`config.mk`:
```
export PLATFORM = sky130hd
export DESIGN_NAME = bin2bcd_seq
export DESIGN_NICKNAME = d
export VERILOG_FILES = /design/src/rtl/bin2bcd_seq.sv
export SDC_FILE = /design/constraint.sdc
export NUM_CORES = 1
export LEC_CHECK = 0
export CORE_MARGIN = 3
export CORE_UTILIZATION = 45
export DETAILED_ROUTE_END_ITERATION = 8
export HOLD_SLACK_MARGIN = 0.15
export PLACE_DENSITY_LB_ADDON = 0.25
export SLEW_MARGIN = 10
export SYNTH_ARGS = -nofsm -noshare
export SYNTH_HDL_FRONTEND = slang
export SYNTH_SLANG_ARGS = --single-unit
```
`constraint.sdc`:
```
create_clock -name clk -period 1.6 [get_ports clk]
set_input_delay 0.24 -clock clk [delete_from_list [all_inputs] [get_ports clk]]
set_output_delay 0.24 -clock clk [all_outputs]
set_load 0.005 [all_outputs]
```
`src/rtl/bin2bcd_seq.sv`:
```
// Sequential binary-to-BCD converter (shift-and-add-3), one iteration per clock.
// Latency: WIDTH cycles from the accepting edge to the single-cycle done pulse.
// Backpressure: none; start is honoured only while idle, and a start seen while busy is dropped.
module bin2bcd_seq #(
  parameter int WIDTH  = 14,
  parameter int DIGITS = 4
) (
  input  logic                  clk,
  input  logic                  rst,
  input  logic                  start,
  input  logic [WIDTH-1:0]      bin,
  output logic                  busy,
  output logic                  done,
  output logic [4*DIGITS-1:0]   bcd,
  output logic                  ovf
);

  localparam int BW   = 4 * DIGITS;
  localparam int CW   = $clog2(WIDTH + 1);
  // 10^DIGITS < 16^DIGITS, so one bit above the wider operand always holds the limit.
  localparam int CMPW = ((WIDTH > BW) ? WIDTH : BW) + 1;

  function automatic logic [CMPW-1:0] pow10(input int n);
    logic [CMPW-1:0] p;
    p = CMPW'(1);
    for (int i = 0; i < n; i++) begin
      p = (p << 3) + (p << 1);
    end
    return p;
  endfunction

  localparam logic [CMPW-1:0] LIMIT = pow10(DIGITS);

  typedef enum logic {IDLE, SHIFT} state_t;

  state_t               state;
  logic [WIDTH-1:0]     sr;
  logic [BW-1:0]        scr;
  logic [CW-1:0]        cnt;
  logic                 ovf_pend;

  logic [BW-1:0]        scr_adj;
  logic [BW+WIDTH-1:0]  cat;
  logic [BW-1:0]        scr_next;
  logic [WIDTH-1:0]     sr_next;
  logic                 ovf_in;

  // Per-digit add-3 with no cross-digit carry; the top digit's shift-out is dropped.
  always_comb begin
    scr_adj = '0;
    for (int k = 0; k < DIGITS; k++) begin
      scr_adj[4*k +: 4] = (scr[4*k +: 4] >= 4'd5) ? scr[4*k +: 4] + 4'd3 : scr[4*k +: 4];
    end
  end

  assign cat      = {scr_adj, sr} << 1;
  assign scr_next = cat[BW+WIDTH-1 -: BW];
  assign sr_next  = cat[WIDTH-1:0];
  assign ovf_in   = ({{(CMPW-WIDTH){1'b0}}, bin} >= LIMIT);

  always_ff @(posedge clk) begin
    if (rst) begin
      state    <= IDLE;
      sr       <= '0;
      scr      <= '0;
      cnt      <= '0;
      ovf_pend <= 1'b0;
      busy     <= 1'b0;
      done     <= 1'b0;
      bcd      <= '0;
      ovf      <= 1'b0;
    end else begin
      done <= 1'b0;
      case (state)
        IDLE: begin
          if (start) begin
            sr       <= bin;
            scr      <= '0;
            cnt      <= CW'(WIDTH);
            ovf_pend <= ovf_in;
            busy     <= 1'b1;
            state    <= SHIFT;
          end
        end
        SHIFT: begin
          scr <= scr_next;
          sr  <= sr_next;
          cnt <= cnt - CW'(1);
          if (cnt == CW'(1)) begin
            bcd   <= scr_next;
            ovf   <= ovf_pend;
            done  <= 1'b1;
            busy  <= 1'b0;
            state <= IDLE;
          end
        end
        default: state <= IDLE;
      endcase
    end
  end

endmodule

```
# --- Word level (Yosys, flattened, before mapping) ---
# Index checks and enable logic that the tools add are counted.
classes:
  add_sub_neg: 5
  order_cmp: 5
  n_eq_ne: 3
  muxes: 17
  n_bitwise: 1
  reduce_logical: 4
op_table:
  columns: ["op", "count"]
  rows:
  - ["16-bit one-hot mux with 2 select lines", 1]
  - ["14-bit one-hot mux with 2 select lines", 1]
  - ["4-bit by 3-bit >= comparator with 1-bit output (second input constant)", 4]
  - ["16-bit two-way mux", 1]
  - ["4-bit two-way mux", 4]
  - ["14-bit >= comparator (second input constant)", 1]
  - ["14-bit two-way mux", 1]
  - ["4-bit by 2-bit adder with 4-bit output (second input constant)", 3]
  - ["4-bit one-hot mux with 2 select lines", 1]
  - ["2-bit AND reduction", 3]
  - ["1-bit two-way mux", 5]
  - ["4-bit by 1-bit equality test with 1-bit output (second input constant)", 1]
  - ["1-bit one-hot mux with 2 select lines", 2]
  - ["4-bit by 1-bit subtractor with 4-bit output (second input constant)", 1]
  - ["3-bit by 2-bit adder with 3-bit output (second input constant)", 1]
  - ["3-bit two-way mux", 1]
  - ["2-bit by 1-bit inequality test with 1-bit output (second input constant)", 1]
  - ["2-bit inequality test (second input constant)", 1]
  - ["2-bit OR reduction", 1]
  - ["1-bit NOT", 1]
word_totals:
  ff_bits: 55
  input_bits: 17
  out_inout_bits: 19
  word_cells: 44

# --- Depth between registers and ports, before layout ---
logic_depth:
  ltp_word: 3
  mapped_depth: 9

# --- Worst setup path before layout ---
# No wires, ideal clock.
synth_timing:
  path_kind: "register to register"
  from: "register scr[0]"
  to: "register scr[1]"
  setup_ns: 0.117
  arrival_ns: 1.215
  t_required_ns: 1.483
  slack_ns: 0.268
  stages_incl_launch_ff: 7
  n_path_buf: 0
  period_less_slack_ns: 1.332
  path_cell_list: "dfxtp_1 inv_1 ha_1 nand2b_1 a21o_1 xnor2_1 a32o_1"
synth_via:
  elab_chain_len: 3
  elab_cells_between_ends: 4
  cone_classes: "add/sub (1); order compare (1); mux (2)"
synth_lines:
  columns: ["item", "line", "text"]
  rows:
  - ["from (decl)", "38", "logic [BW-1:0] scr;"]
  - ["from (signal assigned)", "86", "scr <= scr_next;"]
  - ["4-bit by 2-bit adder with 4-bit output or 4-bit by 3-bit >= comparator with 1-bit output (tied branches)", "52", "scr_adj[4*k +: 4] = (scr[4*k +: 4] >= 4'd5) ? scr[4*k +: 4] + 4'd3 : scr[4*k +: 4];"]
  - ["4-bit two-way mux *", "52", null]
  - ["16-bit one-hot mux with 2 select lines *", "74", "case (state)"]
# Mark *: on every way between the ends. The rest lies on a longest branch, timed or not.
# A chain may end at the register's enable or synchronous reset.

# --- Worst setup path after layout ---
layout_timing:
  from: "register scr[1]"
  to: "register scr[2]"
# The elaborated chain is that of the path after synthesis.

==> flow_summary.ini <==
[outcome]
status = complete, no violations

[critical_path]
criticalPathCategory = reg -> reg
cp.depth = 6
path_max_fanout = 3
rrSetupSlack_ns = 0.10
arrival_ns = 1.71
worst-path-buf-inv = 1
crit_path_cell_trace = inv_1 > ha_1 > nand2b_1 > a21o_1 > mux2i_2 > a32o_1
max_stage_delay_ns = 0.38
worstSetupStartpoint = scr[1]
worstPathRequired_ns = 1.81
crit_slowest_cell = dfxtp_1
crit_end = scr[2]
worst_r2r_path_depth = 6
startpoint_type = flip-flop
cp_top_family = compound AO/OA/AOI/OAI gates
reg2reg_from = scr[1]
r2r_end = scr[2]
end_kind = flip-flop

[synthesis]
ys_seq_area_frac = 0.446
postSynthAreaPerCell_sq_um = 9.50
synthMuxAreaShare = 0.0729
yosysTopAreaCell = dfxtp_1
synth-seq-cells = 55
synth_xor_xnor_area_share = 0.0142
synth_fp_nets = 287
synth_top_area_share = 0.446
synth_compound_area_frac = 0.200
synthTopCellsByArea = dfxtp_1 45%, mux2i_1 7.3%, a21oi_1 5.7%
yosys.area_share.adder = 0.0507
syn_area_sq_mm = 0.00247
synth_warnings = 0
yosys.area_share.simple = 0.151
synthCells = 260
synth_cell_types = 36
synth_top_family_by_area = compound AO/OA/AOI/OAI gates

[drt]
postRouteWirelength_mm = 4.96
viasPerCell = 5.33
first_pass_iters = 4
drt-wirelength-per-cell_microns = 13.5
num_vias = 1967
antenna_left = 0
drc = 0
dr.first_iter.drc_count = 97

[timing]
tightest_slew_ns = 0.729
slew_headroom = 0.512
fmax_ghz = 0.668
period_share = 0.936
fin_skew_ns = 0.00917
setup_viol = 0
whs_ns = 0.469
finalSetupTns_ns = 0
drv_slew = 0
period_minus_slack_ns = 1.50
finalHoldViolations = 0

[floorplanning]
dieArea_sq_mm = 0.00641
start_util = 0.475
rows = 26
die_h_microns = 80.1
io_pins = 36
dieWidth_microns = 80.1
core_area_sq_mm = 0.00520

[cts]
cts_num_sinks = 55
cts_root_buf = clkbuf_8
ctsLongestPathBuffers = 2
worstSkewPairLatency_ns = 0.31
cts_inserted_buffers = 5
h-tree-depth = 2
clkSlewWorstSetupHoldPaths_ns = 0.10
cts_tree = built

[placed_design]
hpwlAfterDp_mm = 3.52
port-buffer-count = 35
placedInstanceArea_sq_mm = 0.00288
gp_congestion = 0.763
place_inst = 361

[global_routing]
grt_max_degree = 27
overflow = 0
grt_pass1_wl_mm = 8.46
antenna_found_initial = 0
grt_pass1_vias = 1830
gr-usage-all-layers = 0.165

[cells_and_area]
fillers = 473
final_cell_area_sq_mm = 0.00301
final_cell_count_no_fill = 369
drive_gt1_frac = 0.0936
nets = 325
multi_input_area_sq_mm = 0.00121
insertedDiodeCount = 0
seq_area_sq_mm = 0.00110
synthToLayoutAreaGrowth_pct = 21.7

[power]
powerDensity_mw_per_mm2 = 878
power.share.sequential = 0.545
p_int_uw = 2000
vdd_drop_max_v = 0.000490
pwr-share-comb = 0.100
switching_share = 0.241
clock_power_share = 0.356
p_leak_uw = 0.00116
switchingPower_uw = 636

[hold_path]
min_from = bcd[11]
min_path_type = reg -> reg

[run]
drv_cap = 0
-- cells by family after synthesis --
| kind of cell | Yosys count |
|---|---|
| and+or+nand+nor | 73 |
| AOI/OAI and AO/OA | 72 |
| DFF | 55 |
| buffers and inverters | 28 |
| muxes | 18 |
| adders and majority gates | 10 |
| xor gates and xnor gates | 4 |
-- worst register-to-register path, delay by kind of cell, from the launching register on --
kind / cells / cell delay [ns]
and+or+nand+nor: 1 / 0.15
adders and majority gates: 1 / 0.17
AOI/OAI and AO/OA: 2 / 0.43
muxes: 1 / 0.17
DFF: 1 / 0.38
buffers and inverters: 1 / 0.10
-- per-stage QoR --
stage | util | setup WS (ns) | power, uW
2_1_floorplan | - | 0.268 | 1640
6_report | 0.577 | 0.102 | 2640
5_1_grt | 0.577 | -0.0116 | 2740
4_1_cts | 0.576 | 0.0839 | 2660
3_5_place_dp | 0.554 | -0.0896 | 1730
3_3_place_gp | 0.554 | -0.0290 | 1730
-- per-layer routing --
layer,share of wire,track usage
met1,0.45,0.202
met4,0.014,0.0507
met3,0.050,0.0381
met2,0.49,0.286
met5,0,0
-- power groups by stage --
stage	clock (uW)	sequential, uW	combinational (uW)
after global routing	1010	1440	291
after global placement	0	1470	258
after floorplan	0	1460	176
final	938	1440	263
after detailed placement	0	1470	263
after CTS	962	1440	264
-- Yosys cell counts --
| cell | n |
|---|---|
| ha_1 | 10 |
| clkinv_1 | 1 |
| buf_4 | 3 |
| a21o_1 | 3 |
| nand2_4 | 1 |
| buf_12 | 1 |
| nor4_1 | 1 |
| nand2b_1 | 8 |
| nand2_1 | 1 |
| nor2_1 | 33 |
| clkbuf_1 | 1 |
| buf_6 | 2 |
| nor3_4 | 1 |
| or2_2 | 1 |
| a22o_1 | 10 |
| nor3_1 | 9 |
| o32ai_1 | 1 |
| o21ai_0 | 10 |
| nand3_1 | 8 |
| buf_1 | 1 |
| a32o_1 | 8 |
| mux2i_1 | 18 |
| nor3b_1 | 7 |
| nor2b_1 | 1 |
| o2bb2ai_1 | 7 |
| nor2_2 | 2 |
| a21oi_1 | 28 |
| a211oi_1 | 1 |
| inv_6 | 1 |
| inv_1 | 11 |
| o21ba_2 | 1 |
| buf_2 | 7 |
| a311oi_1 | 2 |
| o21a_1 | 1 |
| xnor2_1 | 4 |
| dfxtp_1 | 55 |
-- area by class of cell --
| class | count | area share |
|---|---|---|
| well taps | 70 | 0.0291 |
| multi-input cells | 177 | 0.404 |
| inverters | 13 | 0.0179 |
| repair buffers | 46 | 0.144 |
| clock inverters | 3 | 0.0154 |
| clock buffers | 5 | 0.0229 |
| flip-flops and latches | 55 | 0.366 |
-- how the worst min path moves through the flow --
stage               to  slack [ns]  cells after the start
6_report       bcd[11]        0.47                      1
5_1_grt         bcd[4]        0.50                      1
4_1_cts        bcd[11]        0.47                      1
3_5_place_dp   bcd[11]        0.45                      1
3_3_place_gp   bcd[11]        0.45                      1
2_1_floorplan    sr[0]        0.39                      2
-- cells in the final DEF, fill, tap and decap left out --
cell / n
o2bb2ai_1: 7
o21a_1: 1
nor4_1: 1
a32o_1: 8
o21ai_0: 10
a211oi_1: 1
bufinv_16: 1
clkdlybuf4s50_1: 35
a21oi_1: 27
mux2i_1: 17
mux2i_2: 1
or2_2: 1
nand2_4: 1
a21oi_2: 1
inv_6: 2
nor3b_1: 7
nor3_4: 1
nand2_1: 1
a21o_1: 3
nor2_2: 2
nand3_1: 8
nor3_1: 9
o32ai_1: 1
clkbuf_8: 5
a311oi_1: 2
clkinvlp_4: 1
xnor2_1: 4
dfxtp_1: 55
clkinv_1: 1
ha_1: 10
a22o_1: 10
nor2b_1: 1
nor2_1: 33
o21ba_2: 1
buf_4: 11
nand2b_1: 8
inv_1: 11
-- repair_timing --
action,4_1_cts,5_1_grt
hold buffers,0,0
endpoints found under the setup margin,0,4
setup buffers,0,0
endpoints found under the hold margin,0,0
gates resized for setup,0,2
-- sequential cells by signal, summed over array words and instances (netlist names) --
name	cells
bcd	16
scr	16
sr	14
cnt	4
busy	1
done	1
ovf	1
ovf_pend	1
state	1
Power figures use the tool's default switching activity.
